==> config.mk <==
export PLATFORM = sky130hd
export DESIGN_NAME = audio_frame_fifo
export DESIGN_NICKNAME = d
export VERILOG_FILES = /design/src/rtl/audio_frame_fifo.sv
export SDC_FILE = /design/constraint.sdc
export NUM_CORES = 1
export LEC_CHECK = 0
export BUFFER_PORTS_ARGS = -buffer_cell sky130_fd_sc_hd__buf_4
export CAP_MARGIN = 25
export CORE_ASPECT_RATIO = 2
export CORE_MARGIN = 2
export CORE_UTILIZATION = 40
export CTS_CLUSTER_DIAMETER = 30
export DETAILED_ROUTE_END_ITERATION = 16
export PLACE_DENSITY = 0.64
export SKIP_LAST_GASP = 1
export SYNTH_ARGS = -nofsm -noshare
export SYNTH_HDL_FRONTEND = slang
export SYNTH_SLANG_ARGS = --single-unit
==> constraint.sdc <==
create_clock -name clk -period 8 [get_ports clk]
set_input_delay 1.6 -clock clk [delete_from_list [all_inputs] [get_ports clk]]
set_output_delay 1.6 -clock clk [all_outputs]
set_load 0.005 [all_outputs]
==> src/rtl/audio_frame_fifo.sv <==
// Elastic frame buffer between the SID audio producer and the I2S DSP-mode serialiser.
// Frames enter via valid/ready and leave one per frame_tick once the buffer has prefilled.
module audio_frame_fifo #(
    parameter int CH_BITS  = 16,
    parameter int CHANNELS = 4,
    parameter int DEPTH    = 8,
    parameter int UCNT_W   = 16,
    localparam int BITS    = CH_BITS * CHANNELS,
    localparam int LVLW    = $clog2(DEPTH) + 1
) (
    input  logic              clk,
    input  logic              rst,
    input  logic              s_valid,
    output logic              s_ready,
    input  logic [BITS-1:0]   s_data,
    input  logic              frame_tick,
    output logic [BITS-1:0]   audio_o,
    output logic [LVLW-1:0]   level,
    output logic              running,
    output logic [UCNT_W-1:0] underrun_cnt
);

    localparam int AW = $clog2(DEPTH);

    localparam logic [0:0] ST_FILL = 1'b0;
    localparam logic [0:0] ST_RUN  = 1'b1;

    logic [BITS-1:0]   mem_q [DEPTH];
    logic [AW-1:0]     wr_ptr_q, wr_ptr_d;
    logic [AW-1:0]     rd_ptr_q, rd_ptr_d;
    logic [LVLW-1:0]   level_q, level_d;
    logic [0:0]        state_q, state_d;
    logic [BITS-1:0]   audio_q, audio_d;
    logic [UCNT_W-1:0] ucnt_q, ucnt_d;
    logic              push;
    logic              pop;
    logic              underrun;

    // Valid/ready: a frame transfers on any clk edge where s_valid and s_ready are both high;
    // s_ready depends only on the stored level, so a same-cycle pop never frees a slot.
    assign s_ready = (level_q != LVLW'(DEPTH));
    assign push    = s_valid & s_ready;

    always_comb begin
        pop      = 1'b0;
        underrun = 1'b0;
        state_d  = state_q;
        audio_d  = audio_q;
        ucnt_d   = ucnt_q;
        case (state_q)
            ST_RUN: begin
                if (frame_tick) begin
                    if (level_q != '0) begin
                        pop = 1'b1;
                    end else begin
                        underrun = 1'b1;
                        state_d  = ST_FILL;
                    end
                end
            end
            default: begin
                if (level_q >= LVLW'(DEPTH / 2)) begin
                    state_d = ST_RUN;
                end
            end
        endcase

        if (pop) begin
            audio_d = mem_q[rd_ptr_q];
        end
        // Counter sticks at all-ones so a long dropout still reads as "many".
        if (underrun && (ucnt_q != '1)) begin
            ucnt_d = ucnt_q + UCNT_W'(1);
        end

        wr_ptr_d = push ? wr_ptr_q + AW'(1) : wr_ptr_q;
        rd_ptr_d = pop  ? rd_ptr_q + AW'(1) : rd_ptr_q;

        case ({push, pop})
            2'b10:   level_d = level_q + LVLW'(1);
            2'b01:   level_d = level_q - LVLW'(1);
            default: level_d = level_q;
        endcase
    end

    always_ff @(posedge clk or posedge rst) begin
        if (rst) begin
            wr_ptr_q <= '0;
            rd_ptr_q <= '0;
            level_q  <= '0;
            state_q  <= ST_FILL;
            audio_q  <= '0;
            ucnt_q   <= '0;
        end else begin
            wr_ptr_q <= wr_ptr_d;
            rd_ptr_q <= rd_ptr_d;
            level_q  <= level_d;
            state_q  <= state_d;
            audio_q  <= audio_d;
            ucnt_q   <= ucnt_d;
        end
    end

    // Storage needs no reset: clearing the pointers and level discards its contents.
    always_ff @(posedge clk) begin
        if (push) begin
            mem_q[wr_ptr_q] <= s_data;
        end
    end

    assign audio_o      = audio_q;
    assign level        = level_q;
    assign running      = (state_q == ST_RUN);
    assign underrun_cnt = ucnt_q;

endmodule

## After elaboration in Yosys (flattened, before gate mapping)

Memory sizes are Yosys's and may differ from the RTL's. A register that Yosys moved wholly into a read port is not among the register bits.
Cells that the tools add are included.
W data, S select, Z words.

- Bits in registers: 27
- Bits in writable memories: 512
- Bits of input ports: 68
- Output and inout port bits: 86
- Word-level logic and storage cells: 32
- Memories kept: 1

Memory list:

| name | depth | width | rd ports | clocked after Yosys merged registers in | wr ports | line | source |
|---|---|---|---|---|---|---|---|
| mem_q | 8 | 64 | 1 | 1 | 1 | 28 | `logic [BITS-1:0] mem_q [DEPTH];` |

- $add $sub $neg: 5
- Order comparisons: 1
- Equal/unequal tests: 4
- Multiplexer cells: 12
- Bitwise operators: 1
- Reduce and logical (&&, ||, !) cells: 3

Operator list:

| kind | count |
|---|---|
| $add A16 B1 Y16 const B | 1 |
| $ne A16 B16 Y1 const B | 1 |
| $mux W1 | 11 |
| $pmux W4 S2 | 1 |
| $add A3 B1 Y3 const B | 2 |
| $add A4 B1 Y4 const B | 1 |
| $ge A4 B3 Y1 const B | 1 |
| $ne A4 B4 Y1 const B | 1 |
| $reduce_bool A4 Y1 | 1 |
| $sub A4 B1 Y4 const B | 1 |
| $eq A2 B1 Y1 const B | 1 |
| $eq A2 B2 Y1 const B | 1 |
| $reduce_bool A2 Y1 | 1 |
| $and A1 B1 Y1 | 1 |
| $logic_and A1 B1 Y1 | 1 |

## Logic depth before layout (Yosys ltp)

- Depth in word-level cells: 6
- Mapped depth: 12

## Worst setup path before layout

No wires, ideal clock.

- Path kind: input-to-reg
- From: input s_valid
- To: memory mem_q[0][0] in the netlist's numbering, enable pin
- Setup time: 0.644 ns
- Data arrival time: 7.851 ns
- Required time: 7.356 ns
- Path slack: -0.495 ns
- Stages: 2
- Buffers on the path: 0
- Cell sequence: nand2_1 > nor4_1

- Longest elaborated chain between the ends: 3

Ends and longest elaborated chain:

| element | line | source |
|---|---|---|
| start, declared | 13 | `input logic s_valid,` |
| $and A1 B1 Y1 | 42 | `assign push = s_valid & s_ready;` |
| $mux W1 | 106 | `if (push) begin` |
| $mux W1 (implied by the code) | 107 | `mem_q[wr_ptr_q] <= s_data;` |
| end, declared | 28 |  |

No other way between the ends.

## Worst setup path in the final report

- From: input frame_tick
- To: register rd_ptr_q[1]

- Longest elaborated chain between the ends: 2

Ends and longest elaborated chain:

| element | line | source |
|---|---|---|
| start, declared | 16 | `input logic frame_tick,` |
| $mux W1 | 52 | `if (frame_tick) begin` |
| $mux W1 | 50 | `case (state_q)` |
| end signal, assigned | 96 | `rd_ptr_q <= rd_ptr_d;` |
| end, declared | 30 | `logic [AW-1:0] rd_ptr_q, rd_ptr_d;` |

No other way between the ends.
A chain may end at the register's enable or synchronous reset.

==> impl_results.rst <==
.. list-table::
   :header-rows: 1

   * - Metric
     - Value
   * - Area delta synth->final
     - 18.4%
   * - Post-Synthesis Cell Area
     - between 20000 and 25000 µm²
   * - Routed wire length
     - 47300 µm
   * - Crit path capture type
     - flip-flop
   * - Fraction of layout instances using a drive strength above 1
     - between 30% and 40%
   * - Number of antenna violations at the first check in global routing
     - 2
   * - Post-synthesis sequential element count
     - about 600
   * - Buffers & Inverters on Critical Path
     - 3
   * - Height of the die
     - between 300 and 400 µm
   * - Wire length of the first global-routing pass
     - between 70000 and 80000 µm
   * - Number of post-CTS setup repair buffers
     - 0
   * - Fraction of the core area covered by cells at the end of the flow
     - roughly 48%
   * - Post-Syn Instances
     - around 1100
   * - Die span in x
     - between 150 and 200 µm
   * - Worst rel slew slack
     - around 30%
   * - Half-perimeter wire length after detailed placement
     - approximately 27000 µm
   * - Most used flip-flop cell after synthesis
     - sky130_fd_sc_hd__edfxtp_1
   * - Fin. max-slew vios
     - 0
   * - Avg Vias per Cell
     - 5.22
   * - Clock transition at the register clock pins on the worst setup and hold paths after CTS
     - about 60 ps
   * - Largest net degree at the start of global routing
     - 69
   * - Async set-reset flop share out of synthesis
     - around 15%
   * - Final critical-path share of the clock period
     - between 40% and 50%
   * - Post-synth EDFFs
     - ~500
   * - CTS tree
     - built
   * - Die Footprint
     - roughly 60000 µm²
   * - Maximum fanout encountered on the critical timing path
     - 64
   * - # port buffers
     - 153
   * - Cell types occupying the most area after synthesis
     - sky130_fd_sc_hd__edfxtp_1 68%, sky130_fd_sc_hd__mux4_2 13%, sky130_fd_sc_hd__dfrtp_1 10%
   * - Fmax
     - ~270 MHz
   * - Yosys cell types
     - 40
   * - Antenna fix cells
     - 0
   * - Core outline area
     - around 56000 µm²
   * - Number of hold violations in the final report
     - 0
   * - Crit path max-delay cell type
     - sky130_fd_sc_hd__buf_4
   * - Clock Tree Root
     - sky130_fd_sc_hd__clkbuf_16
   * - Fin cells
     - a little over 2000
   * - Setup TNS after final layout
     - 0 ps
   * - Average wire per standard cell
     - roughly 23 µm
   * - Warning count from the yosys run
     - 0
   * - Gates resized, CTS repair
     - 0
   * - Peak per-stage delay on the critical path
     - 660 ps
   * - Number of max-cap violations
     - 0
   * - Post-Syn Area per Cell
     - between 20 and 25 µm²
   * - Worst-case hold slack
     - ~500 ps
   * - Pre-Repair DR Iteration Count
     - 4
   * - Post-route DRC violation count
     - 0
   * - Yosys top cell area share
     - between 60% and 70%
   * - Post-layout minimum cycle time
     - about 3700 ps
   * - Net count reported at finish
     - around 1300
   * - Finished layout cell area
     - around 27000 µm²
   * - Cell Count Post-Placement
     - between 1500 and 2000
   * - Global placer's final weighted congestion
     - ~0.7
   * - Count of endpoints failing setup in the final report
     - 0
   * - Num CTS Buffers
     - 61
   * - Effective utilization at floorplan
     - approximately 40%
   * - CP Launch Point
     - frame_tick
   * - DR iter-0 viols
     - approximately 700
   * - Leakage power total
     - between 9 and 10 nW
   * - Power per Cell Area
     - between 300 and 400 nW/µm²
   * - Most common library cell in the layout ignoring fill and taps
     - sky130_fd_sc_hd__edfxtp_1
   * - Mapped Nets
     - around 1200
   * - Max rail drop VDD
     - 217 µV
   * - Number of placed I/O pins
     - between 150 and 200
   * - Origin of the critical flop-to-flop path
     - level[0]
   * - Clock latency on the worst-skew pair
     - around 600 ps
   * - Most frequent cells in the layout
     - 512 x sky130_fd_sc_hd__edfxtp_1, 173 x sky130_fd_sc_hd__buf_4, 128 x sky130_fd_sc_hd__mux4_2, 88 x sky130_fd_sc_hd__dfrtp_1, 69 x sky130_fd_sc_hd__nor2_1
   * - Min-Delay Startpoint
     - underrun_cnt[15]
   * - Share of synthesized area occupied by flip-flops and latches
     - between 70% and 80%
   * - CP Cell Sequence
     - buf_4 -> and2_1 -> nor2b_4 -> buf_4 -> buf_4 -> mux2_1
   * - Largest area contributor in the netlist
     - sky130_fd_sc_hd__edfxtp_1
   * - CTS max path bufs
     - 3
   * - Number of routed nets with antenna violations
     - 0
   * - GR Overflow Total
     - 0
   * - Result of the run
     - finished, final reports clean
   * - Vias after detailed routing
     - between 10000 and 15000
   * - Pin slew with the least headroom to its limit
     - roughly 1100 ps
   * - Most used cell along the critical path
     - sky130_fd_sc_hd__buf_4
   * - Row cnt
     - between 100 and 150
   * - Class of the most critical setup path
     - input pin to flip-flop
   * - CP arrival
     - roughly 4200 ps
   * - Final setup skew
     - roughly 22 ps
   * - Cell Area, Placed
     - approximately 25000 µm²
   * - Global Route Usage Sum
     - between 10% and 20%
   * - H-tree lvl count
     - 2
   * - Gate family responsible for the most delay along the worst path
     - buffers and inverters
   * - Via count of the first global-routing pass
     - between 10000 and 15000
   * - Type of the worst min-delay path
     - flip-flop to flip-flop
   * - Number of buffers added to fix hold violations after cts
     - 0
   * - Number of sinks driven by the clock tree
     - 603
   * - Critical Path Start Type
     - input pin
   * - Area of the multi-input gates
     - between 4000 and 5000 µm²
   * - Register area
     - 17700 µm²
   * - Worst path required time
     - between 8000 and 9000 ps
   * - Number of fill cells
     - ~4700
   * - RSZ-0062 raised after global routing
     - no
[Yosys cell counts, types with 2 or more instances]
cell type and instances:
sky130_fd_sc_hd__buf_1 8, sky130_fd_sc_hd__clkbuf_1 10, sky130_fd_sc_hd__nand3_1 5, sky130_fd_sc_hd__nand2b_1 2
sky130_fd_sc_hd__buf_4 9, sky130_fd_sc_hd__mux2i_1 64, sky130_fd_sc_hd__nand2_1 8, sky130_fd_sc_hd__nand4_2 2
sky130_fd_sc_hd__nor3_1 13, sky130_fd_sc_hd__nor2b_1 4, sky130_fd_sc_hd__mux2_2 2, sky130_fd_sc_hd__nor2_1 72
sky130_fd_sc_hd__buf_6 3, sky130_fd_sc_hd__xor2_1 19, sky130_fd_sc_hd__ha_1 6, sky130_fd_sc_hd__dfrtp_1 91
sky130_fd_sc_hd__and4_1 2, sky130_fd_sc_hd__a21oi_1 66, sky130_fd_sc_hd__buf_2 21, sky130_fd_sc_hd__nand4_1 4
sky130_fd_sc_hd__mux4_2 128, sky130_fd_sc_hd__mux2_1 2, sky130_fd_sc_hd__nor4_2 2, sky130_fd_sc_hd__xnor2_1 4
sky130_fd_sc_hd__edfxtp_1 512, sky130_fd_sc_hd__a31oi_1 3
[flip-flops by register name, summed over array words and instances, names as in the netlist]
signal	flops
wr_ptr_q	3
underrun_cnt	16
rd_ptr_q	3
level	4
audio_o	64
running	1
mem_q	512
[through the flow]
step | total power, W | setup slack (ps)
6_report | 0.00977 | 4260
5_1_grt | 0.0102 | 4080
4_1_cts | 0.00990 | 4290
3_5_place_dp | 0.00699 | 3650
3_3_place_gp | 0.00692 | 3700
2_1_floorplan | 0.00607 | 1230
[logic make-up after synthesis]
logic type               synth area share [%]
AO/OA/AOI/OAI                            1.61
AND/OR/NAND/NOR                          2.73
adder cells (fa/ha/maj)                 0.330
multiplexers                             15.7
flip-flops                               77.5
XOR/XNOR                                0.885
buffers and inverters                    1.22
[final timing paths]
path	cells after the start	slack [ps]	end
setup / recovery	6	4260	rd_ptr_q[1]
hold / removal	1	500	underrun_cnt[15]
setup reg to reg	5	4810	mem_q[5][58]
hold reg to reg	1	500	underrun_cnt[15]
max in group asynchronous	3	5630	rd_ptr_q[2]
min in group asynchronous	2	1080	audio_o[34]
[layout make-up]
class / count / area share, %
Sequential cell: 603 / 65.5
Clock buffer: 73 / 6.02
Multi-Input combinational cell: 421 / 18.2
Tap cell: 750 / 3.48
Timing Repair Buffer: 175 / 5.02
Inverter: 1 / 0.0232
Clock inverter: 39 / 1.73
[metal layers]
layer / track usage (%) / up-vias / wire (µm)
met2: 29.5 / 237 / 25400
met5: 0 / - / 13
met1: 19.4 / 5710 / 18600
li1: - / 4742 / -
met3: 2.70 / 68 / 1990
met4: 5.44 / 2 / 1310
[power by group]
part / internal (W) / switching [W]
clock: 0.00168 / 0.00123
sequential: 0.00403 / 0.000442
combinational: 0.00125 / 0.00114
total: 0.00695 / 0.00282
(Power assumes the default switching activity.)
